File: src/rtl/ysyx_22040088_pkg.sv
// Shared definitions for the ysyx_22040088 fetch path.
// Contents:
//   state_e           - fetch FSM state encoding
//   SEL_*             - bit positions of the one-hot sel_nextpc vector (shared with control unit)
//   NOP_INST          - instruction word presented after reset (addi x0, x0, 0)
//   RESET_PC_DEFAULT  - default architectural reset PC
package ysyx_22040088_pkg;

  typedef enum logic [2:0] {
    StIdle,
    StReq,
    StWait,
    StHold,
    StExec
  } state_e;

  localparam int unsigned SEL_W   = 7;
  localparam int unsigned SEL_SEQ = 0;
  localparam int unsigned SEL_JAL = 1;
  localparam int unsigned SEL_JALR = 2;
  localparam int unsigned SEL_BEQ = 3;
  localparam int unsigned SEL_BNE = 4;
  localparam int unsigned SEL_BLT = 5;
  localparam int unsigned SEL_BGE = 6;

  localparam logic [31:0] NOP_INST         = 32'h0000_0013;
  localparam logic [63:0] RESET_PC_DEFAULT = 64'h0000_0000_8000_0000;

endpackage

File: src/rtl/ysyx_22040088_nextpc.sv
// Combinational next-PC selection.
// Ports:
//   pc           - current architectural PC
//   sel          - one-hot next-PC source from the control unit
//   cmp_zero     - ALU result is zero (beq/bne)
//   cmp_lt       - ALU less-than bit (blt/bge family)
//   br_target    - pc + imm
//   jalr_target  - rs1 + imm
//   npc          - selected, word-aligned next PC
//   err          - sel not one-hot, or selected target misaligned
module ysyx_22040088_nextpc
  import ysyx_22040088_pkg::*;
#(
  parameter int unsigned XLEN = 64
) (
  input  logic [XLEN-1:0]  pc,
  input  logic [SEL_W-1:0] sel,
  input  logic             cmp_zero,
  input  logic             cmp_lt,
  input  logic [XLEN-1:0]  br_target,
  input  logic [XLEN-1:0]  jalr_target,
  output logic [XLEN-1:0]  npc,
  output logic             err
);

  logic [XLEN-1:0] seq_pc;
  logic [XLEN-1:0] raw_npc;
  logic            one_hot;

  always_comb begin
    seq_pc  = pc + XLEN'(4);
    one_hot = $onehot(sel);
    raw_npc = seq_pc;
    // Guarded so the unique decode only ever sees a legal one-hot vector.
    if (one_hot) begin
      unique case (1'b1)
        sel[SEL_SEQ]:  raw_npc = seq_pc;
        sel[SEL_JAL]:  raw_npc = br_target;
        sel[SEL_JALR]: raw_npc = {jalr_target[XLEN-1:1], 1'b0};
        sel[SEL_BEQ]:  raw_npc = cmp_zero ? br_target : seq_pc;
        sel[SEL_BNE]:  raw_npc = !cmp_zero ? br_target : seq_pc;
        sel[SEL_BLT]:  raw_npc = cmp_lt ? br_target : seq_pc;
        sel[SEL_BGE]:  raw_npc = !cmp_lt ? br_target : seq_pc;
        default:       raw_npc = seq_pc;
      endcase
    end

    err = 1'b0;
    npc = raw_npc;
    if (!one_hot) begin
      err = 1'b1;
      npc = seq_pc;
    end else if (raw_npc[1:0] != 2'b00) begin
      err = 1'b1;
      npc = {raw_npc[XLEN-1:2], 2'b00};
    end
  end

endmodule

File: src/rtl/ysyx_22040088_ifu.sv
// Instruction fetch unit: owns the PC, fetches one instruction per step over a
// valid/ready request + valid response memory port, hands it to decode, then
// waits for execute to resolve the next PC.
// Ports:
//   clk, rst                  - clock, asynchronous active-high reset
//   imem_req_valid/ready/addr - fetch request (addr is the PC)
//   imem_resp_valid/data      - fetch response, sampled only while waiting
//   inst_valid/ready, inst, inst_pc - registered instruction towards decode
//   next_valid, sel_nextpc, cmp_zero, cmp_lt, br_target, jalr_target - next-PC inputs
//   nextpc_err                - pulse on an illegal select or misaligned target
module ysyx_22040088_ifu
  import ysyx_22040088_pkg::*;
#(
  parameter int unsigned     XLEN     = 64,
  parameter logic [XLEN-1:0] RESET_PC = XLEN'(RESET_PC_DEFAULT)
) (
  input  logic             clk,
  input  logic             rst,
  output logic             imem_req_valid,
  input  logic             imem_req_ready,
  output logic [XLEN-1:0]  imem_addr,
  input  logic             imem_resp_valid,
  input  logic [31:0]      imem_resp_data,
  output logic             inst_valid,
  input  logic             inst_ready,
  output logic [31:0]      inst,
  output logic [XLEN-1:0]  inst_pc,
  input  logic             next_valid,
  input  logic [SEL_W-1:0] sel_nextpc,
  input  logic             cmp_zero,
  input  logic             cmp_lt,
  input  logic [XLEN-1:0]  br_target,
  input  logic [XLEN-1:0]  jalr_target,
  output logic             nextpc_err
);

  state_e          state_q, state_d;
  logic [XLEN-1:0] pc_q, pc_d;
  logic [31:0]     inst_q, inst_d;
  logic [XLEN-1:0] inst_pc_q, inst_pc_d;
  logic [XLEN-1:0] npc;
  logic            npc_err;

  ysyx_22040088_nextpc #(
    .XLEN(XLEN)
  ) u_nextpc (
    .pc          (pc_q),
    .sel         (sel_nextpc),
    .cmp_zero    (cmp_zero),
    .cmp_lt      (cmp_lt),
    .br_target   (br_target),
    .jalr_target (jalr_target),
    .npc         (npc),
    .err         (npc_err)
  );

  always_ff @(posedge clk or posedge rst) begin
    if (rst) begin
      state_q   <= StIdle;
      pc_q      <= RESET_PC;
      inst_q    <= NOP_INST;
      inst_pc_q <= RESET_PC;
    end else begin
      state_q   <= state_d;
      pc_q      <= pc_d;
      inst_q    <= inst_d;
      inst_pc_q <= inst_pc_d;
    end
  end

  always_comb begin
    state_d        = state_q;
    pc_d           = pc_q;
    inst_d         = inst_q;
    inst_pc_d      = inst_pc_q;
    imem_req_valid = 1'b0;
    inst_valid     = 1'b0;
    nextpc_err     = 1'b0;
    unique case (state_q)
      StIdle: state_d = StReq;
      StReq: begin
        imem_req_valid = 1'b1;
        if (imem_req_ready) state_d = StWait;
      end
      StWait: begin
        if (imem_resp_valid) begin
          inst_d    = imem_resp_data;
          inst_pc_d = pc_q;
          state_d   = StHold;
        end
      end
      StHold: begin
        inst_valid = 1'b1;
        if (inst_ready) state_d = StExec;
      end
      StExec: begin
        if (next_valid) begin
          pc_d       = npc;
          nextpc_err = npc_err;
          state_d    = StReq;
        end
      end
      default: state_d = StIdle;
    endcase
  end

  assign imem_addr = pc_q;
  assign inst      = inst_q;
  assign inst_pc   = inst_pc_q;

endmodule

File: config.mk
export PLATFORM = sky130hd
export DESIGN_NAME = ysyx_22040088_ifu
export DESIGN_NICKNAME = d
export VERILOG_FILES = /design/src/rtl/ysyx_22040088_pkg.sv /design/src/rtl/ysyx_22040088_nextpc.sv /design/src/rtl/ysyx_22040088_ifu.sv
export SDC_FILE = /design/constraint.sdc
export NUM_CORES = 1
export LEC_CHECK = 0
export ABC_AREA = 1
export BUFFER_PORTS_ARGS = -buffer_cell sky130_fd_sc_hd__buf_4
export CAP_MARGIN = 40
export CELL_PAD_IN_SITES_DETAIL_PLACEMENT = 1
export CELL_PAD_IN_SITES_GLOBAL_PLACEMENT = 2
export CORE_MARGIN = 2
export CORE_UTILIZATION = 28
export DETAILED_ROUTE_END_ITERATION = 10
export PLACE_DENSITY_LB_ADDON = 0.1
export SYNTH_ARGS = -nofsm -noshare
export SYNTH_HDL_FRONTEND = slang
export SYNTH_SLANG_ARGS = --single-unit
export TNS_END_PERCENT = 10
File: constraint.sdc
create_clock -name clk -period 7 [get_ports clk]
set_clock_uncertainty 0.15 [all_clocks]
set_input_delay 0.7 -clock clk [delete_from_list [all_inputs] [get_ports clk]]
set_output_delay 0.7 -clock clk [all_outputs]
set_load 0.1 [all_outputs]
After elaboration in Yosys (flattened, before gate mapping)

Cells that the tools add are included.

Logic and storage cells: 44
Flip-flop bits (word level): 163
Input port bits: 175

Equal/unequal tests: 9
Add/sub/neg operators: 7
Reductions and logical operators: 5
Multiplexer cells: 19

Operators with widths:

| cell                                                            | number |
|---|---|
| 64-bit two-way mux                                              | 6 |
| 64-bit case mux with 6 select lines                             | 1 |
| 64-bit by 3-bit adder with 64-bit output, second input constant | 1 |
| 3-bit case mux with 5 select lines                              | 1 |
| 3-bit two-way mux                                               | 4 |
| 2-bit inequality test, second input constant                    | 4 |
| 1-bit by 1-bit adder with 2-bit output                          | 3 |
| 3-bit adder                                                     | 2 |
| 3-bit by 1-bit == test with 1-bit output, second input constant | 2 |
| 3-bit by 2-bit == test with 1-bit output, second input constant | 2 |
| 1-bit two-way mux                                               | 6 |
| 2-bit AND reduction                                             | 2 |
| 4-bit AND reduction                                             | 1 |
| 3-bit by 1-bit adder with 3-bit output                          | 1 |
| 3-bit == test, second input constant                            | 1 |
| 3-bit logical NOT                                               | 1 |
| 2-bit two-way mux                                               | 1 |
| 2-bit nonzero test                                              | 1 |

Logic depth before layout (Yosys ltp)

Gate-level depths: netlist (run 1).

Depth after elaboration: 10
Mapped depth: 17
Depth with buffers taken out: 16

Modules after synthesis

A second synthesis (run 1) with hierarchy kept.

Cells, all modules: 1511
Area total of the unflattened synthesis: 10577.6 um2

Modules (own cells, without submodules):

| module               | area each (um2) | sequential area each (um2) | times used | cells an instance |
|---|---|---|---|---|
| ysyx_22040088_ifu    | 6645.1          | 4085.2                     | 1          | 649 |
| ysyx_22040088_nextpc | 3932.5          | 0.0                        | 1          | 862 |

Worst setup path before layout (run 1)

Ideal clock, no wire load.

Path kind: input to output
From: input port sel_nextpc[0]
To: output port nextpc_err
Setup slack: 1723 ps
Arrival time: 4427 ps
Required time: 6150 ps
Stages: 15
Path buffers: 1
Path through: ha_1 inv_1 fa_1 inv_1 ha_1 fa_1 inv_1 nand2_1 nor2_1 nand2_1 inv_2 buf_2 nand3b_1 nand3_1 a41oi_1

Word-level cells in the longest chain between the ends: 10

RTL lines:

| what                                                             | RTL line                   | source |
|---|---|---|
| from (decl)                                                      | ysyx_22040088_ifu.sv:29    | `input logic [SEL_W-1:0] sel_nextpc,` |
| 1-bit by 1-bit adder with 2-bit output (implied by the code) (*) | ysyx_22040088_nextpc.sv:32 | `one_hot = $onehot(sel);` |
| 3-bit adder (implied by the code) (*) (2 in a row)               | ysyx_22040088_nextpc.sv:32 |  |
| 3-bit by 1-bit == test with 1-bit output (*)                     | ysyx_22040088_nextpc.sv:32 |  |
| 64-bit two-way mux                                               | ysyx_22040088_nextpc.sv:35 | `if (one_hot) begin` |
| 2-bit nonzero test                                               | ysyx_22040088_nextpc.sv:53 | `end else if (raw_npc[1:0] != 2'b00) begin` |
| 1-bit two-way mux                                                | ysyx_22040088_nextpc.sv:53 |  |
| 1-bit two-way mux (*)                                            | ysyx_22040088_nextpc.sv:50 | `if (!one_hot) begin` |
| 1-bit two-way mux (*)                                            | ysyx_22040088_ifu.sv:97    | `if (next_valid) begin` |
| 1-bit two-way mux (*)                                            | ysyx_22040088_ifu.sv:79    | `unique case (state_q)` |
| to (decl)                                                        | ysyx_22040088_ifu.sv:34    | `output logic nextpc_err` |

Every way passes the cells marked *; elsewhere a longest branch is shown, timed or not.

Worst setup path in the final report (run 1)

From: input port sel_nextpc[3]
To: output port nextpc_err

Word-level cells in the longest chain between the ends: 10

RTL lines:

| what                                                         | RTL line |
|---|---|
| 1-bit by 1-bit adder with 2-bit output (implied by the code) | ysyx_22040088_nextpc.sv:32 |
| 3-bit adder (implied by the code) (2 in a row)               | ysyx_22040088_nextpc.sv:32 |
| 3-bit by 1-bit == test with 1-bit output                     | ysyx_22040088_nextpc.sv:32 |
| 64-bit two-way mux                                           | ysyx_22040088_nextpc.sv:35 |
| 2-bit nonzero test                                           | ysyx_22040088_nextpc.sv:53 |
| 1-bit two-way mux                                            | ysyx_22040088_nextpc.sv:53 |
| 1-bit two-way mux (*)                                        | ysyx_22040088_nextpc.sv:50 |
| 1-bit two-way mux (*)                                        | ysyx_22040088_ifu.sv:97 |
| 1-bit two-way mux (*)                                        | ysyx_22040088_ifu.sv:79 |

Marked as above.

==> results of run 1 <==
==> where the power goes <==
part | switching, mW | total (mW) | internal [mW]
Sequential | 0.358 | 1.66 | 1.30
Clock | 0.443 | 0.993 | 0.551
Combinational | 3.56 | 4.50 | 0.935
==> registers in the layout (all words and copies together) (netlist names) <==
signal	cells
imem_addr	64
inst_pc	64
inst	32
state_q	3
==> critical path: stages <==
cell and delay [ps]:
sky130_fd_sc_hd__buf_4 150, sky130_fd_sc_hd__ha_1 270, sky130_fd_sc_hd__inv_1 50, sky130_fd_sc_hd__fa_1 470, sky130_fd_sc_hd__inv_1 40, sky130_fd_sc_hd__ha_1 190, sky130_fd_sc_hd__fa_1 420, sky130_fd_sc_hd__inv_1 60
sky130_fd_sc_hd__nand2_1 50, sky130_fd_sc_hd__nor2_1 360, sky130_fd_sc_hd__nand2_1 100, sky130_fd_sc_hd__buf_4 240, sky130_fd_sc_hd__inv_2 320, sky130_fd_sc_hd__nand2_2 250, sky130_fd_sc_hd__nand3_1 150, sky130_fd_sc_hd__a41oi_1 130
sky130_fd_sc_hd__buf_4 270
==> synthesized netlist by cell type, types with 2 or more instances <==
cell type,n
sky130_fd_sc_hd__mux2_2,36
sky130_fd_sc_hd__a21oi_1,58
sky130_fd_sc_hd__nor2_4,14
sky130_fd_sc_hd__o21ai_0,135
sky130_fd_sc_hd__inv_1,150
sky130_fd_sc_hd__nand2_2,7
sky130_fd_sc_hd__o22ai_1,10
sky130_fd_sc_hd__o21ai_2,3
sky130_fd_sc_hd__buf_4,2
sky130_fd_sc_hd__ha_1,5
sky130_fd_sc_hd__inv_2,10
sky130_fd_sc_hd__dfstp_2,5
sky130_fd_sc_hd__o211ai_1,13
sky130_fd_sc_hd__nand3_2,2
sky130_fd_sc_hd__a21boi_1,14
sky130_fd_sc_hd__nor3_1,11
sky130_fd_sc_hd__nand3b_1,2
sky130_fd_sc_hd__buf_1,4
sky130_fd_sc_hd__buf_2,18
sky130_fd_sc_hd__o21ai_1,14
sky130_fd_sc_hd__nand2_1,451
sky130_fd_sc_hd__buf_6,5
sky130_fd_sc_hd__clkbuf_1,29
sky130_fd_sc_hd__a22o_1,4
sky130_fd_sc_hd__nand4_1,25
sky130_fd_sc_hd__a21boi_0,9
sky130_fd_sc_hd__fa_1,3
sky130_fd_sc_hd__nor2_1,90
sky130_fd_sc_hd__and2_1,2
sky130_fd_sc_hd__nor2_2,12
sky130_fd_sc_hd__dfrtp_1,158
sky130_fd_sc_hd__a22oi_1,18
sky130_fd_sc_hd__xor2_1,7
sky130_fd_sc_hd__nand3_4,2
sky130_fd_sc_hd__nand3_1,75
==> layer usage <==
metal | wire length, um | vias up | global-route usage, %
met3 | 2000 | 25 | 3.80
li1 | - | 5234 | -
met1 | 21400 | 5280 | 33.3
met2 | 20900 | 243 | 38.5
met4 | 550 | 0 | 5.48
met5 | 0 | - | 0
==> cell type report <==
type	instances	area [um2]	share of cell area (%)
multi-input cells	1034	5250	38.1
flip-flops and latches	163	4090	29.7
repair buffers	349	2630	19.1
inverters	162	616	4.48
well taps	461	577	4.19
clock buffers	19	453	3.29
clock inverters	13	146	1.06
==> cell families after synthesis <==
kind of cell    count (synthesis)  share of synthesized area (%)
flops                         163                           40.0
fa+ha+maj                       8                           1.20
xor+xnor                        7                          0.601
mux                            36                           3.97
compound gates                284                           15.8
buf+inv                       220                           8.78
simple gates                  699                           29.6
==> through the flow <==
stage	hold slack (ps)	area (um2)	utilization, %	setup slack (ps)
global route	201	13800	38.5	1680
finish	170	13800	38.5	1900
CTS	173	13800	38.5	1880
detailed placement	325	13200	36.8	1890
floorplan	389	10200	-	1720
global placement	319	13100	36.7	1880
==> worst min path at each step <==
stage / start / endpoint / slack (ps) / cells past startpoint
4_1_cts: rst / inst[24] / 170 / 2
6_report: rst / inst[24] / 170 / 2
2_1_floorplan: state_q[2] / state_q[2] / 390 / 2
3_5_place_dp: inst_pc[25] / inst_pc[25] / 320 / 2
3_3_place_gp: inst_pc[27] / inst_pc[27] / 320 / 2
5_1_grt: rst / imem_addr[15] / 200 / 2
==> cell usage in the layout (no fill, tap or decap), types with 4 or more instances in the layout <==
cell type,count
sky130_fd_sc_hd__nand2_1,451
sky130_fd_sc_hd__buf_4,348
sky130_fd_sc_hd__dfrtp_1,158
sky130_fd_sc_hd__inv_1,149
sky130_fd_sc_hd__o21ai_0,135
sky130_fd_sc_hd__nor2_1,89
sky130_fd_sc_hd__nand3_1,74
sky130_fd_sc_hd__a21oi_1,58
sky130_fd_sc_hd__mux2_2,36
sky130_fd_sc_hd__nand4_1,25
sky130_fd_sc_hd__a22oi_1,18
sky130_fd_sc_hd__clkbuf_16,17
sky130_fd_sc_hd__nor2_4,15
sky130_fd_sc_hd__o21ai_1,14
sky130_fd_sc_hd__a21boi_1,14
sky130_fd_sc_hd__o211ai_1,13
sky130_fd_sc_hd__nor2_2,12
sky130_fd_sc_hd__nor3_1,11
sky130_fd_sc_hd__inv_2,10
sky130_fd_sc_hd__o22ai_1,10
sky130_fd_sc_hd__a21boi_0,9
sky130_fd_sc_hd__nand2_2,7
sky130_fd_sc_hd__xor2_1,7
sky130_fd_sc_hd__inv_6,5
sky130_fd_sc_hd__ha_1,5
sky130_fd_sc_hd__dfstp_2,5
sky130_fd_sc_hd__a22o_1,4
==> impl_results.html, run 1 <==
<table>
<tr><th>Metric</th><th>Value</th></tr>
<tr><th colspan="2">STA</th></tr>
<tr><td>Final critical-path share of the clock period</td><td>around 73%</td></tr>
<tr><td>Slew at the pin closest to its max-slew limit</td><td>824 ps</td></tr>
<tr><td>Slew HR</td><td>45.1%</td></tr>
<tr><td>Shortest period the worst path allows</td><td>a little over 5000 ps</td></tr>
<tr><td>Setup repair after global routing missed its margin</td><td>false</td></tr>
<tr><td>Max Fclk</td><td>196 MHz</td></tr>
<tr><td>Total of endpoints with negative setup slack in the final report</td><td>0</td></tr>
<tr><td>Number of pins with negative max-slew slack in the final report</td><td>0</td></tr>
<tr><td>Total Negative Setup Slacks</td><td>0 ps</td></tr>
<tr><td>Total count of hold-check failures in the final report</td><td>0</td></tr>
<tr><th colspan="2">Setup path</th></tr>
<tr><td>Critical Path End</td><td>nextpc_err</td></tr>
<tr><td>Worst setup path start</td><td>sel_nextpc[3]</td></tr>
<tr><td>Reg2reg path depth</td><td>7</td></tr>
<tr><td>CP arrival</td><td>approximately 4300 ps</td></tr>
<tr><td>Critical path endpoint category</td><td>output pin</td></tr>
<tr><td>Launching point of the worst reg2reg path</td><td>state_q[1]</td></tr>
<tr><td>Worst Setup Start Kind</td><td>primary input</td></tr>
<tr><td>Worst EP required</td><td>approximately 6000 ps</td></tr>
<tr><td>Reg-to-reg slack, setup</td><td>4100 ps</td></tr>
<tr><td>Start-to-end type of the worst setup path</td><td>in -&gt; out</td></tr>
<tr><td>Maximum net fanout on the critical path</td><td>20</td></tr>
<tr><td>R2R Path End</td><td>inst_pc[36]</td></tr>
<tr><th colspan="2">Synth</th></tr>
<tr><td>Post-Synthesis Mean Instance Area</td><td>7.20 um2</td></tr>
<tr><td>Primary flip-flop cell chosen by synthesis mapping</td><td>sky130_fd_sc_hd__dfrtp_1</td></tr>
<tr><td>Share of synthesized registers carrying an async set or reset</td><td>100%</td></tr>
<tr><td>Post-synth EDFFs</td><td>0</td></tr>
<tr><td>Synth Net Count</td><td>1,600</td></tr>
<tr><td>Number of warnings reported in the yosys synthesis log</td><td>0</td></tr>
<tr><td>Yosys top cell by area</td><td>sky130_fd_sc_hd__dfrtp_1</td></tr>
<tr><td>Biggest area contributors in the synthesized netlist</td><td>sky130_fd_sc_hd__dfrtp_1 39%, sky130_fd_sc_hd__nand2_1 17%, sky130_fd_sc_hd__o21ai_0 6.6%</td></tr>
<tr><td>Cell area after synthesis</td><td>10,200 um2</td></tr>
<tr><td>#FFs+latches synth</td><td>163</td></tr>
<tr><td>Sequential share of the synthesized area</td><td>40.0%</td></tr>
<tr><td>Instance count of the mapped netlist</td><td>1,417</td></tr>
<tr><td>Share of the synthesized area in the top cell type</td><td>38.7%</td></tr>
<tr><td>Synth unique cells</td><td>between 40 and 50</td></tr>
<tr><th colspan="2">GRT</th></tr>
<tr><td>Via count of the first global-routing pass</td><td>11,200</td></tr>
<tr><td>Pin count of the biggest net entering global routing</td><td>65</td></tr>
<tr><td>Initial antenna violation count</td><td>0</td></tr>
<tr><td>First-pass GRT wire length</td><td>68.8 mm</td></tr>
<tr><td>Total routing usage reported by global routing</td><td>23.8%</td></tr>
<tr><td>Leftover overflow at the end of global routing</td><td>0</td></tr>
<tr><th colspan="2">Routing</th></tr>
<tr><td>Total DRC errors in the routed layout</td><td>0</td></tr>
<tr><td>Total number of vias</td><td>10,800</td></tr>
<tr><td>Remaining number of nets flagged by the antenna check after routing</td><td>0</td></tr>
<tr><td>Vias per cell</td><td>around 4.9</td></tr>
<tr><td>Routed length per instance</td><td>20.4 um</td></tr>
<tr><td>Wire length reported by the detailed router</td><td>44.8 mm</td></tr>
<tr><td>Detailed Routing Iterations Pass 1</td><td>5</td></tr>
<tr><td>Detailed Route Iter0 Violations</td><td>between 500 and 600</td></tr>
<tr><th colspan="2">Floorplan</th></tr>
<tr><td>I/O pin count</td><td>338</td></tr>
<tr><td>Area of the placeable core</td><td>around 36,000 um2</td></tr>
<tr><td>Overall die area</td><td>38,000 um2</td></tr>
<tr><td>Std cell rows</td><td>69</td></tr>
<tr><td>Starting density of the core</td><td>28.6%</td></tr>
<tr><td>Die outline width</td><td>195 um</td></tr>
<tr><td>Vertical die dimension</td><td>195 um</td></tr>
<tr><th colspan="2">Power and ir drop</th></tr>
<tr><td>Reported leakage power</td><td>6.76 nW</td></tr>
<tr><td>Power per cell area</td><td>520 nW/um2</td></tr>
<tr><td>Pwr Total</td><td>7.15 mW</td></tr>
<tr><td>Worst supply voltage drop on vdd</td><td>about 0.00047 V</td></tr>
<tr><th colspan="2">Clocking</th></tr>
<tr><td>Clock tree root buffer cell</td><td>sky130_fd_sc_hd__clkbuf_16</td></tr>
<tr><td>Clk buf depth</td><td>2</td></tr>
<tr><td>Number of clock sinks seen by CTS</td><td>around 160</td></tr>
<tr><td>Number of CTS-inserted buffers</td><td>17</td></tr>
<tr><td>TritonCTS clock tree</td><td>done</td></tr>
<tr><td>Clock latency on the worst-skew pair</td><td>450 ps</td></tr>
<tr><td>Post-cts resize count</td><td>0</td></tr>
<tr><td>Hold bufs inserted after CTS</td><td>0</td></tr>
<tr><td>Maximum level of the CTS H-tree</td><td>4</td></tr>
<tr><td>Setup fix buffers added after clock tree synthesis</td><td>0</td></tr>
<tr><td>Clock transition at the register clock pins on the worst setup and hold paths after CTS</td><td>70 ps</td></tr>
<tr><th colspan="2">Status</th></tr>
<tr><td>Result of the run</td><td>completed</td></tr>
<tr><th colspan="2">Run</th></tr>
<tr><td>Number of violations of the max-capacitance limit</td><td>0</td></tr>
<tr><th colspan="2">Layout</th></tr>
<tr><td>Number of nets in the layout</td><td>1,910</td></tr>
<tr><td>Share of layout cells above drive strength 1</td><td>27.5%</td></tr>
<tr><td>Area growth from synthesis to final layout</td><td>34.8%</td></tr>
<tr><td>Diodes inserted</td><td>0</td></tr>
<tr><td>Number of fill cells in the layout</td><td>4,470</td></tr>
<tr><td>Count of placed standard cells in the final layout, fillers left out</td><td>2,201</td></tr>
<tr><th colspan="2">Worst hold path</th></tr>
<tr><td>Worst hold path type</td><td>in -&gt; async</td></tr>
<tr><th colspan="2">Place</th></tr>
<tr><td>IO Port Bufs</td><td>336</td></tr>
<tr><td>Hpwl dp</td><td>34.4 mm</td></tr>
<tr><td>Placed Instances</td><td>about 2,200</td></tr>
<tr><td>Routability cong.</td><td>about 0.87</td></tr>
</table>
Power figures use the tool's default switching activity.
==> inputs of run 2 (changes only) <==
clock period = 4.95 ns   (was 7 ns; I/O delays follow)
==> impl_results.html, run 2 (same netlist as run 1, synthesis figures left out) <==
<table>
<tr><th>Metric</th><th>Value</th></tr>
<tr><th colspan="2">Status</th></tr>
<tr><td>Result of the run</td><td>completed (unchanged)</td></tr>
<tr><th colspan="2">Layout</th></tr>
<tr><td>Diodes inserted</td><td>0 (unchanged)</td></tr>
<tr><td>Area used by sequential logic in the layout</td><td>4090 um2 (unchanged)</td></tr>
<tr><td>Number of fill cells in the layout</td><td>4,505 (was 4,470)</td></tr>
<tr><td>Count of placed standard cells in the final layout, fillers left out</td><td>2,200 (was 2,201)</td></tr>
<tr><td>Most common cell after layout, fill and taps aside</td><td>sky130_fd_sc_hd__nand2_1 (unchanged)</td></tr>
<tr><td>Area growth from synthesis to final layout</td><td>34.4% (was 34.8%)</td></tr>
<tr><td>Number of nets in the layout</td><td>1,909 (was 1,910)</td></tr>
<tr><td>Area occupied by multi-input gates</td><td>5250 um2 (unchanged)</td></tr>
<tr><td>Post-layout util</td><td>38.4% (was 38.5%)</td></tr>
<tr><td>Commonest cells after routing, fill and taps aside</td><td>451 x sky130_fd_sc_hd__nand2_1, 347 x sky130_fd_sc_hd__buf_4, 158 x sky130_fd_sc_hd__dfrtp_1 (was 451 x sky130_fd_sc_hd__nand2_1, 348 x sky130_fd_sc_hd__buf_4, 158 x sky130_fd_sc_hd__dfrtp_1)</td></tr>
<tr><td>Share of layout cells above drive strength 1</td><td>27.4% (was 27.5%)</td></tr>
<tr><th colspan="2">STA</th></tr>
<tr><td>Final critical-path share of the clock period</td><td>85.0%</td></tr>
<tr><td>Max Fclk</td><td>238 MHz</td></tr>
<tr><td>Number of pins with negative max-slew slack in the final report</td><td>0 (unchanged)</td></tr>
<tr><td>Slew HR</td><td>34.2% (was 45.1%)</td></tr>
<tr><td>Shortest period the worst path allows</td><td>4210 ps</td></tr>
<tr><td>Total Negative Setup Slacks</td><td>0 ps (unchanged)</td></tr>
<tr><td>Slew at the pin closest to its max-slew limit</td><td>988 ps (was 824 ps)</td></tr>
<tr><td>Total of endpoints with negative setup slack in the final report</td><td>0 (unchanged)</td></tr>
<tr><td>Setup repair after global routing missed its margin</td><td>false (unchanged)</td></tr>
<tr><td>Total count of hold-check failures in the final report</td><td>0 (unchanged)</td></tr>
<tr><th colspan="2">Routing</th></tr>
<tr><td>Routed length per instance</td><td>20.6 um (was 20.4 um)</td></tr>
<tr><td>Detailed Route Iter0 Violations</td><td>513 (was 563)</td></tr>
<tr><td>Wire length reported by the detailed router</td><td>45.3 mm (was 44.8 mm)</td></tr>
<tr><td>Vias per cell</td><td>4.91 (was 4.90)</td></tr>
<tr><td>Detailed Routing Iterations Pass 1</td><td>5 (unchanged)</td></tr>
<tr><td>Remaining number of nets flagged by the antenna check after routing</td><td>0 (unchanged)</td></tr>
<tr><td>Total DRC errors in the routed layout</td><td>0 (unchanged)</td></tr>
<tr><td>Total number of vias</td><td>10,800 (about the same)</td></tr>
<tr><th colspan="2">Setup path</th></tr>
<tr><td>Reg2reg path depth</td><td>10 (was 7)</td></tr>
<tr><td>Largest stage delay, worst path</td><td>500 ps (was 470 ps)</td></tr>
<tr><td>Worst Setup Start Kind</td><td>primary input (unchanged)</td></tr>
<tr><td>R2R Path End</td><td>imem_addr[53] (was inst_pc[36])</td></tr>
<tr><td>CP arrival</td><td>3560 ps (was 4250 ps)</td></tr>
<tr><td>Maximum net fanout on the critical path</td><td>10 (was 20)</td></tr>
<tr><td>Critical path endpoint category</td><td>output pin (unchanged)</td></tr>
<tr><td>Reg-to-reg slack, setup</td><td>2220 ps (was 4100 ps)</td></tr>
<tr><td>Worst EP required</td><td>4300 ps (was 6150 ps)</td></tr>
<tr><td>Critical path buffers and inverters</td><td>6 (was 7)</td></tr>
<tr><td>Cell at the slowest stage of the critical path</td><td>sky130_fd_sc_hd__fa_1 (unchanged)</td></tr>
<tr><td>Most numerous cell on the critical path</td><td>sky130_fd_sc_hd__inv_1</td></tr>
<tr><td>Launching point of the worst reg2reg path</td><td>imem_addr[2] (was state_q[1])</td></tr>
<tr><td>Critical Path, Cell by Cell</td><td>buf_4 &gt; ha_1 &gt; inv_1 &gt; fa_1 &gt; inv_1 &gt; ha_1 &gt; fa_1 &gt; inv_1 &gt; nand2_1 &gt; nor2_1 &gt; nand2_1 &gt; inv_2 &gt; nand2_2 &gt; nand3_1 &gt; a41oi_1 &gt; buf_4 (was buf_4 &gt; ha_1 &gt; inv_1 &gt; fa_1 &gt; inv_1 &gt; ha_1 &gt; fa_1 &gt; inv_1 &gt; nand2_1 &gt; nor2_1 &gt; nand2_1 &gt; buf_4 &gt; inv_2 &gt; nand2_2 &gt; nand3_1 &gt; a41oi_1 &gt; buf_4)</td></tr>
<tr><td>Kind of cell adding the most delay to the critical path</td><td>adder cells (unchanged)</td></tr>
<tr><td>Start-to-end type of the worst setup path</td><td>in -&gt; out (unchanged)</td></tr>
<tr><th colspan="2">Worst hold path</th></tr>
<tr><td>Worst hold path type</td><td>in -&gt; reg (was in -&gt; async)</td></tr>
<tr><td>Depth of the worst hold-timing path</td><td>2</td></tr>
<tr><td>Hold-critical path endpoint</td><td>inst[6]</td></tr>
<tr><td>Hold Crit Start</td><td>imem_resp_data[6]</td></tr>
<tr><th colspan="2">Power and ir drop</th></tr>
<tr><td>Proportion of power drawn by flip-flops and latches</td><td>23.4% (was 23.2%)</td></tr>
<tr><td>Power share of the clock group</td><td>13.4% (was 13.9%)</td></tr>
<tr><td>Net switching component of the power</td><td>6.18 mW (was 4.36 mW)</td></tr>
<tr><td>Switching share of total power</td><td>61.4% (was 61.0%)</td></tr>
<tr><td>Internal power contribution</td><td>3.88 mW (was 2.79 mW)</td></tr>
<tr><td>Power per cell area</td><td>733 nW/um2 (was 520 nW/um2)</td></tr>
<tr><td>Worst supply voltage drop on vdd</td><td>0.000570 V (was 0.000467 V)</td></tr>
<tr><td>Reported leakage power</td><td>6.71 nW (was 6.76 nW)</td></tr>
<tr><td>Portion of total power attributed to combinational logic</td><td>63.3% (was 62.9%)</td></tr>
<tr><th colspan="2">Floorplan</th></tr>
<tr><td>Die outline width</td><td>195 um (unchanged)</td></tr>
<tr><td>I/O pin count</td><td>338 (unchanged)</td></tr>
<tr><td>Vertical die dimension</td><td>195 um (unchanged)</td></tr>
<tr><td>Overall die area</td><td>38,000 um2 (unchanged)</td></tr>
<tr><td>Std cell rows</td><td>69 (unchanged)</td></tr>
<tr><td>Area of the placeable core</td><td>35,700 um2 (unchanged)</td></tr>
<tr><td>Starting density of the core</td><td>28.6% (unchanged)</td></tr>
<tr><th colspan="2">Place</th></tr>
<tr><td>Routability cong.</td><td>0.832 (was 0.867)</td></tr>
<tr><td>Hpwl dp</td><td>34.0 mm (was 34.4 mm)</td></tr>
<tr><td>Placed Instances</td><td>2,168 (was 2,169)</td></tr>
<tr><td>IO Port Bufs</td><td>336 (unchanged)</td></tr>
<tr><th colspan="2">GRT</th></tr>
<tr><td>Pin count of the biggest net entering global routing</td><td>164 (was 65)</td></tr>
<tr><td>Leftover overflow at the end of global routing</td><td>0 (unchanged)</td></tr>
<tr><td>Via count of the first global-routing pass</td><td>11,500 (was 11,200)</td></tr>
<tr><td>Initial antenna violation count</td><td>0 (unchanged)</td></tr>
<tr><td>Total routing usage reported by global routing</td><td>24.1% (was 23.8%)</td></tr>
<tr><td>First-pass GRT wire length</td><td>69.7 mm (was 68.8 mm)</td></tr>
<tr><th colspan="2">Clocking</th></tr>
<tr><td>TritonCTS clock tree</td><td>done (unchanged)</td></tr>
<tr><td>Number of clock sinks seen by CTS</td><td>163 (unchanged)</td></tr>
<tr><td>Number of CTS-inserted buffers</td><td>17 (unchanged)</td></tr>
<tr><td>Hold bufs inserted after CTS</td><td>0 (unchanged)</td></tr>
<tr><td>Clk buf depth</td><td>2 (unchanged)</td></tr>
<tr><td>Setup fix buffers added after clock tree synthesis</td><td>0 (unchanged)</td></tr>
<tr><td>Post-cts resize count</td><td>0 (unchanged)</td></tr>
<tr><td>Clock latency on the worst-skew pair</td><td>460 ps (was 450 ps)</td></tr>
<tr><td>Clock transition at the register clock pins on the worst setup and hold paths after CTS</td><td>70 ps (about the same)</td></tr>
<tr><td>Clock tree root buffer cell</td><td>sky130_fd_sc_hd__clkbuf_16 (unchanged)</td></tr>
<tr><td>Maximum level of the CTS H-tree</td><td>4 (unchanged)</td></tr>
<tr><th colspan="2">Run</th></tr>
<tr><td>Number of violations of the max-capacitance limit</td><td>0 (unchanged)</td></tr>
</table>
==> run 2: cell count changes in the layout (fill, tap and decap cells not counted), sizes merged <==
cell | before | now
buf | 349 | 348
bufinv | 2 | 1
clkinv | 6 | 4
clkinvlp | 1 | 7
inv | 166 | 163
==> run 2: worst max path at each step <==
| stage | startpoint | end | slack (ps) | cells past startpoint |
|---|---|---|---|---|
| 2_1_floorplan | sel_nextpc[0] | nextpc_err | 80 | 15 |
| 3_3_place_gp | sel_nextpc[3] | imem_addr[56] | 750 | 18 |
| 3_5_place_dp | sel_nextpc[0] | imem_addr[56] | 680 | 18 |
| 4_1_cts | sel_nextpc[0] | nextpc_err | 740 | 16 |
| 5_1_grt | sel_nextpc[1] | nextpc_err | 560 | 16 |
| 6_report | sel_nextpc[1] | nextpc_err | 740 | 16 |
==> run 2: cell type report <==
type / instances / share of cell area (%)
clock buffer: 19 / 3.23
clock inverter: 13 / 0.930
inverter: 162 / 4.48
multi-input combinational: 1034 / 38.2
sequential: 163 / 29.8
tap: 461 / 4.20
timing repair buffer: 348 / 19.1
==> run 2: power by group through the flow <==
stage,sequential (mW),clock (mW),combinational (mW)
final,2.35,1.34,6.36
after global routing,2.44,1.43,6.66
after CTS,2.36,1.39,6.41
after detailed placement,2.37,0,6.40
after global placement,2.36,0,6.35
after floorplan,5.79,0,1.39
==> run 2: stage by stage <==
stage | hold WS [ps] | worst slack (ps) | area, um2 | total power, mW
after CTS | 88.4 | 744 | 13700 | 10.2
final | 117 | 743 | 13700 | 10.1
after detailed placement | 324 | 684 | 13100 | 8.78
after global routing | 92.1 | 562 | 13700 | 10.5
after global placement | 319 | 747 | 13100 | 8.71
after floorplan | 389 | 82.8 | 10200 | 7.18
==> run 2: layer usage <==
layer	part of all wire [%]	track usage (%)	vias to the layer above	routed length, um
li1	-	-	5233	-
met1	48	33.2	5274	21600
met2	46	39.0	261	21000
met3	4.7	4.70	31	2120
met4	1.5	5.63	0	667
met5	0	0	-	0
==> inputs of run 3 (changes only) <==
clock period = 4 ns   (was 4.95 ns; I/O delays follow)
==> impl_results.html, run 3 (same netlist as run 1, synthesis figures left out) <==
<table>
<tr><th>Metric</th><th>Value</th></tr>
<tr><th colspan="2">Setup path</th></tr>
<tr><td>Cell at the slowest stage of the critical path</td><td>sky130_fd_sc_hd__fa_1 (unchanged)</td></tr>
<tr><td>Most numerous cell on the critical path</td><td>sky130_fd_sc_hd__buf_4 (was sky130_fd_sc_hd__inv_1)</td></tr>
<tr><td>Maximum net fanout on the critical path</td><td>7 (was 10)</td></tr>
<tr><td>Critical path endpoint category</td><td>output pin (unchanged)</td></tr>
<tr><td>Start-to-end type of the worst setup path</td><td>in -&gt; out (unchanged)</td></tr>
<tr><td>Critical Path, Cell by Cell</td><td>buf_4 &gt; ha_1 &gt; inv_1 &gt; fa_1 &gt; inv_1 &gt; ha_1 &gt; fa_1 &gt; o21ai_0 &gt; nor2_1 &gt; buf_4 &gt; o211ai_1 &gt; nand3_1 &gt; a41oi_1 &gt; buf_4 (was buf_4 &gt; ha_1 &gt; inv_1 &gt; fa_1 &gt; inv_1 &gt; ha_1 &gt; fa_1 &gt; inv_1 &gt; nand2_1 &gt; nor2_1 &gt; nand2_1 &gt; inv_2 &gt; nand2_2 &gt; nand3_1 &gt; a41oi_1 &gt; buf_4)</td></tr>
<tr><td>Largest stage delay, worst path</td><td>470 ps (was 500 ps)</td></tr>
<tr><td>Worst EP required</td><td>3450 ps (was 4300 ps)</td></tr>
<tr><td>Critical path buffers and inverters</td><td>5 (was 6)</td></tr>
<tr><td>Kind of cell adding the most delay to the critical path</td><td>adder cells (unchanged)</td></tr>
<tr><td>CP arrival</td><td>3060 ps (was 3560 ps)</td></tr>
<tr><td>Worst Setup Start Kind</td><td>primary input (unchanged)</td></tr>
<tr><th colspan="2">Routing</th></tr>
<tr><td>Detailed Routing Iterations Pass 1</td><td>5 (unchanged)</td></tr>
<tr><td>Total DRC errors in the routed layout</td><td>0 (unchanged)</td></tr>
<tr><td>Detailed Route Iter0 Violations</td><td>546 (was 513)</td></tr>
<tr><td>Wire length reported by the detailed router</td><td>44.9 mm (was 45.3 mm)</td></tr>
<tr><td>Vias per cell</td><td>4.93 (was 4.91)</td></tr>
<tr><td>Total number of vias</td><td>10,900 (was 10,800)</td></tr>
<tr><td>Routed length per instance</td><td>20.4 um (was 20.6 um)</td></tr>
<tr><td>Remaining number of nets flagged by the antenna check after routing</td><td>0 (unchanged)</td></tr>
<tr><th colspan="2">Layout</th></tr>
<tr><td>Area used by sequential logic in the layout</td><td>4090 um2 (unchanged)</td></tr>
<tr><td>Number of nets in the layout</td><td>1,916 (was 1,909)</td></tr>
<tr><td>Area growth from synthesis to final layout</td><td>35.3% (was 34.4%)</td></tr>
<tr><td>Count of placed standard cells in the final layout, fillers left out</td><td>2,207 (was 2,200)</td></tr>
<tr><td>Commonest cells after routing, fill and taps aside</td><td>451 x sky130_fd_sc_hd__nand2_1, 350 x sky130_fd_sc_hd__buf_4, 158 x sky130_fd_sc_hd__dfrtp_1 (was 451 x sky130_fd_sc_hd__nand2_1, 347 x sky130_fd_sc_hd__buf_4, 158 x sky130_fd_sc_hd__dfrtp_1)</td></tr>
<tr><td>Share of layout cells above drive strength 1</td><td>27.7% (was 27.4%)</td></tr>
<tr><td>Diodes inserted</td><td>0 (unchanged)</td></tr>
<tr><td>Most common cell after layout, fill and taps aside</td><td>sky130_fd_sc_hd__nand2_1 (unchanged)</td></tr>
<tr><td>Number of fill cells in the layout</td><td>4,508 (was 4,505)</td></tr>
<tr><td>Area occupied by multi-input gates</td><td>5250 um2 (unchanged)</td></tr>
<tr><th colspan="2">Power and ir drop</th></tr>
<tr><td>Pwr Total</td><td>12.4 mW (was 10.1 mW)</td></tr>
<tr><td>Proportion of power drawn by flip-flops and latches</td><td>23.5% (was 23.4%)</td></tr>
<tr><td>Worst supply voltage drop on vdd</td><td>0.000783 V (was 0.000570 V)</td></tr>
<tr><td>Switching share of total power</td><td>61.3% (was 61.4%)</td></tr>
<tr><td>Power share of the clock group</td><td>13.1% (was 13.4%)</td></tr>
<tr><td>Net switching component of the power</td><td>7.62 mW (was 6.18 mW)</td></tr>
<tr><td>Reported leakage power</td><td>6.77 nW (was 6.71 nW)</td></tr>
<tr><td>Internal power contribution</td><td>4.81 mW (was 3.88 mW)</td></tr>
<tr><td>Portion of total power attributed to combinational logic</td><td>63.5% (was 63.3%)</td></tr>
<tr><td>Power per cell area</td><td>900 nW/um2 (was 733 nW/um2)</td></tr>
<tr><th colspan="2">STA</th></tr>
<tr><td>Setup repair after global routing missed its margin</td><td>false (unchanged)</td></tr>
<tr><td>Slew HR</td><td>46.3% (was 34.2%)</td></tr>
<tr><td>Shortest period the worst path allows</td><td>3610 ps</td></tr>
<tr><td>Total of endpoints with negative setup slack in the final report</td><td>0 (unchanged)</td></tr>
<tr><td>Slew at the pin closest to its max-slew limit</td><td>804 ps (was 988 ps)</td></tr>
<tr><td>Final critical-path share of the clock period</td><td>90.3%</td></tr>
<tr><td>Hold Slack</td><td>24.5 ps (was 117 ps)</td></tr>
<tr><td>Number of pins with negative max-slew slack in the final report</td><td>0 (unchanged)</td></tr>
<tr><td>Total count of hold-check failures in the final report</td><td>0 (unchanged)</td></tr>
<tr><td>Max Fclk</td><td>277 MHz</td></tr>
<tr><th colspan="2">Floorplan</th></tr>
<tr><td>Vertical die dimension</td><td>195 um (unchanged)</td></tr>
<tr><td>I/O pin count</td><td>338 (unchanged)</td></tr>
<tr><td>Std cell rows</td><td>69 (unchanged)</td></tr>
<tr><td>Area of the placeable core</td><td>35,700 um2 (unchanged)</td></tr>
<tr><td>Starting density of the core</td><td>28.6% (unchanged)</td></tr>
<tr><td>Overall die area</td><td>38,000 um2 (unchanged)</td></tr>
<tr><td>Die outline width</td><td>195 um (unchanged)</td></tr>
<tr><th colspan="2">GRT</th></tr>
<tr><td>Pin count of the biggest net entering global routing</td><td>69 (was 164)</td></tr>
<tr><td>Leftover overflow at the end of global routing</td><td>0 (unchanged)</td></tr>
<tr><td>Total routing usage reported by global routing</td><td>23.9% (was 24.1%)</td></tr>
<tr><td>First-pass GRT wire length</td><td>69.1 mm (was 69.7 mm)</td></tr>
<tr><td>Via count of the first global-routing pass</td><td>11,300 (was 11,500)</td></tr>
<tr><td>Initial antenna violation count</td><td>1 (was 0)</td></tr>
<tr><th colspan="2">Clocking</th></tr>
<tr><td>Clock transition at the register clock pins on the worst setup and hold paths after CTS</td><td>70 ps (about the same)</td></tr>
<tr><td>TritonCTS clock tree</td><td>done (unchanged)</td></tr>
<tr><td>Clk buf depth</td><td>2 (unchanged)</td></tr>
<tr><td>Number of CTS-inserted buffers</td><td>17 (unchanged)</td></tr>
<tr><td>Clock latency on the worst-skew pair</td><td>460 ps (about the same)</td></tr>
<tr><td>Clock tree root buffer cell</td><td>sky130_fd_sc_hd__clkbuf_16 (unchanged)</td></tr>
<tr><td>Number of clock sinks seen by CTS</td><td>163 (unchanged)</td></tr>
<tr><td>Maximum level of the CTS H-tree</td><td>4 (unchanged)</td></tr>
<tr><th colspan="2">Place</th></tr>
<tr><td>Hpwl dp</td><td>34.3 mm (was 34.0 mm)</td></tr>
<tr><td>Placed Instances</td><td>2,174 (was 2,168)</td></tr>
<tr><td>Routability cong.</td><td>0.861 (was 0.832)</td></tr>
<tr><td>IO Port Bufs</td><td>336 (unchanged)</td></tr>
<tr><th colspan="2">Run</th></tr>
<tr><td>Number of violations of the max-capacitance limit</td><td>0 (unchanged)</td></tr>
<tr><th colspan="2">Worst hold path</th></tr>
<tr><td>Worst hold path type</td><td>in -&gt; reg (unchanged)</td></tr>
<tr><th colspan="2">Status</th></tr>
<tr><td>Result of the run</td><td>completed (unchanged)</td></tr>
</table>
[run 3: cell count changes in the layout (fill, tap and decap cells not counted), sizes merged]
cell / before / now
buf: 348 / 354
bufinv: 1 / 0
dlygate4sd3: 0 / 1
clkbuf: 19 / 22
clkinvlp: 7 / 3
clkinv: 4 / 6
[run 3: cell type report]
cell class	count	area share [%]
Multi-Input combinational cell	1034	38.0
Sequential cell	163	29.6
Clock inverter	10	0.535
Inverter	162	4.45
Tap cell	461	4.18
Clock buffer	22	3.51
Timing Repair Buffer	355	19.7
[run 3: final timing paths]
check,cells past startpoint,end,startpoint,slack [ps]
worst max-delay path,14,nextpc_err,sel_nextpc[3],390
worst min-delay path,2,inst[20],imem_resp_data[20],20
worst max register to register,10,imem_addr[40],imem_addr[2],1210
worst min register to register,2,inst_pc[38],inst_pc[38],330
max in group asynchronous,4,inst[0],rst,2280
min in group asynchronous,3,inst_pc[21],rst,530
[run 3: power by group through the flow]
stage               clock network (mW)  registers [mW]  logic, mW
finish                            1.62            2.92       7.89
global route                      1.73            3.02       8.29
detailed placement                   0            2.94       7.95
floorplan                            0            7.17       1.72
CTS                               1.67            2.92       7.96
global placement                     0            2.93       7.86
[run 3: timing repair]
item,CTS,global route
hold buffers,1,0
gates resized for setup,0,0
buffers inserted,0,0
hold endpoints to repair,27,0
[run 3: per-layer routing]
metal	GRT usage [%]	vias to the layer above	routed length [um]
met5	0	-	0
met4	5.68	0	678
met3	4.55	34	2290
met2	38.8	273	20800
met1	33.0	5326	21200
li1	-	5246	-
[run 3: metrics by stage]
step / setup slack, ps / instance area, um2 / setup TNS, ps / util (%)
2_1_floorplan: -677 / 10200 / -677 / -
3_3_place_gp: 387 / 13200 / 0 / 37.0
3_5_place_dp: 372 / 13200 / 0 / 37.0
4_1_cts: 360 / 13800 / 0 / 38.6
5_1_grt: 187 / 13800 / 0 / 38.6
6_report: 388 / 13800 / 0 / 38.6
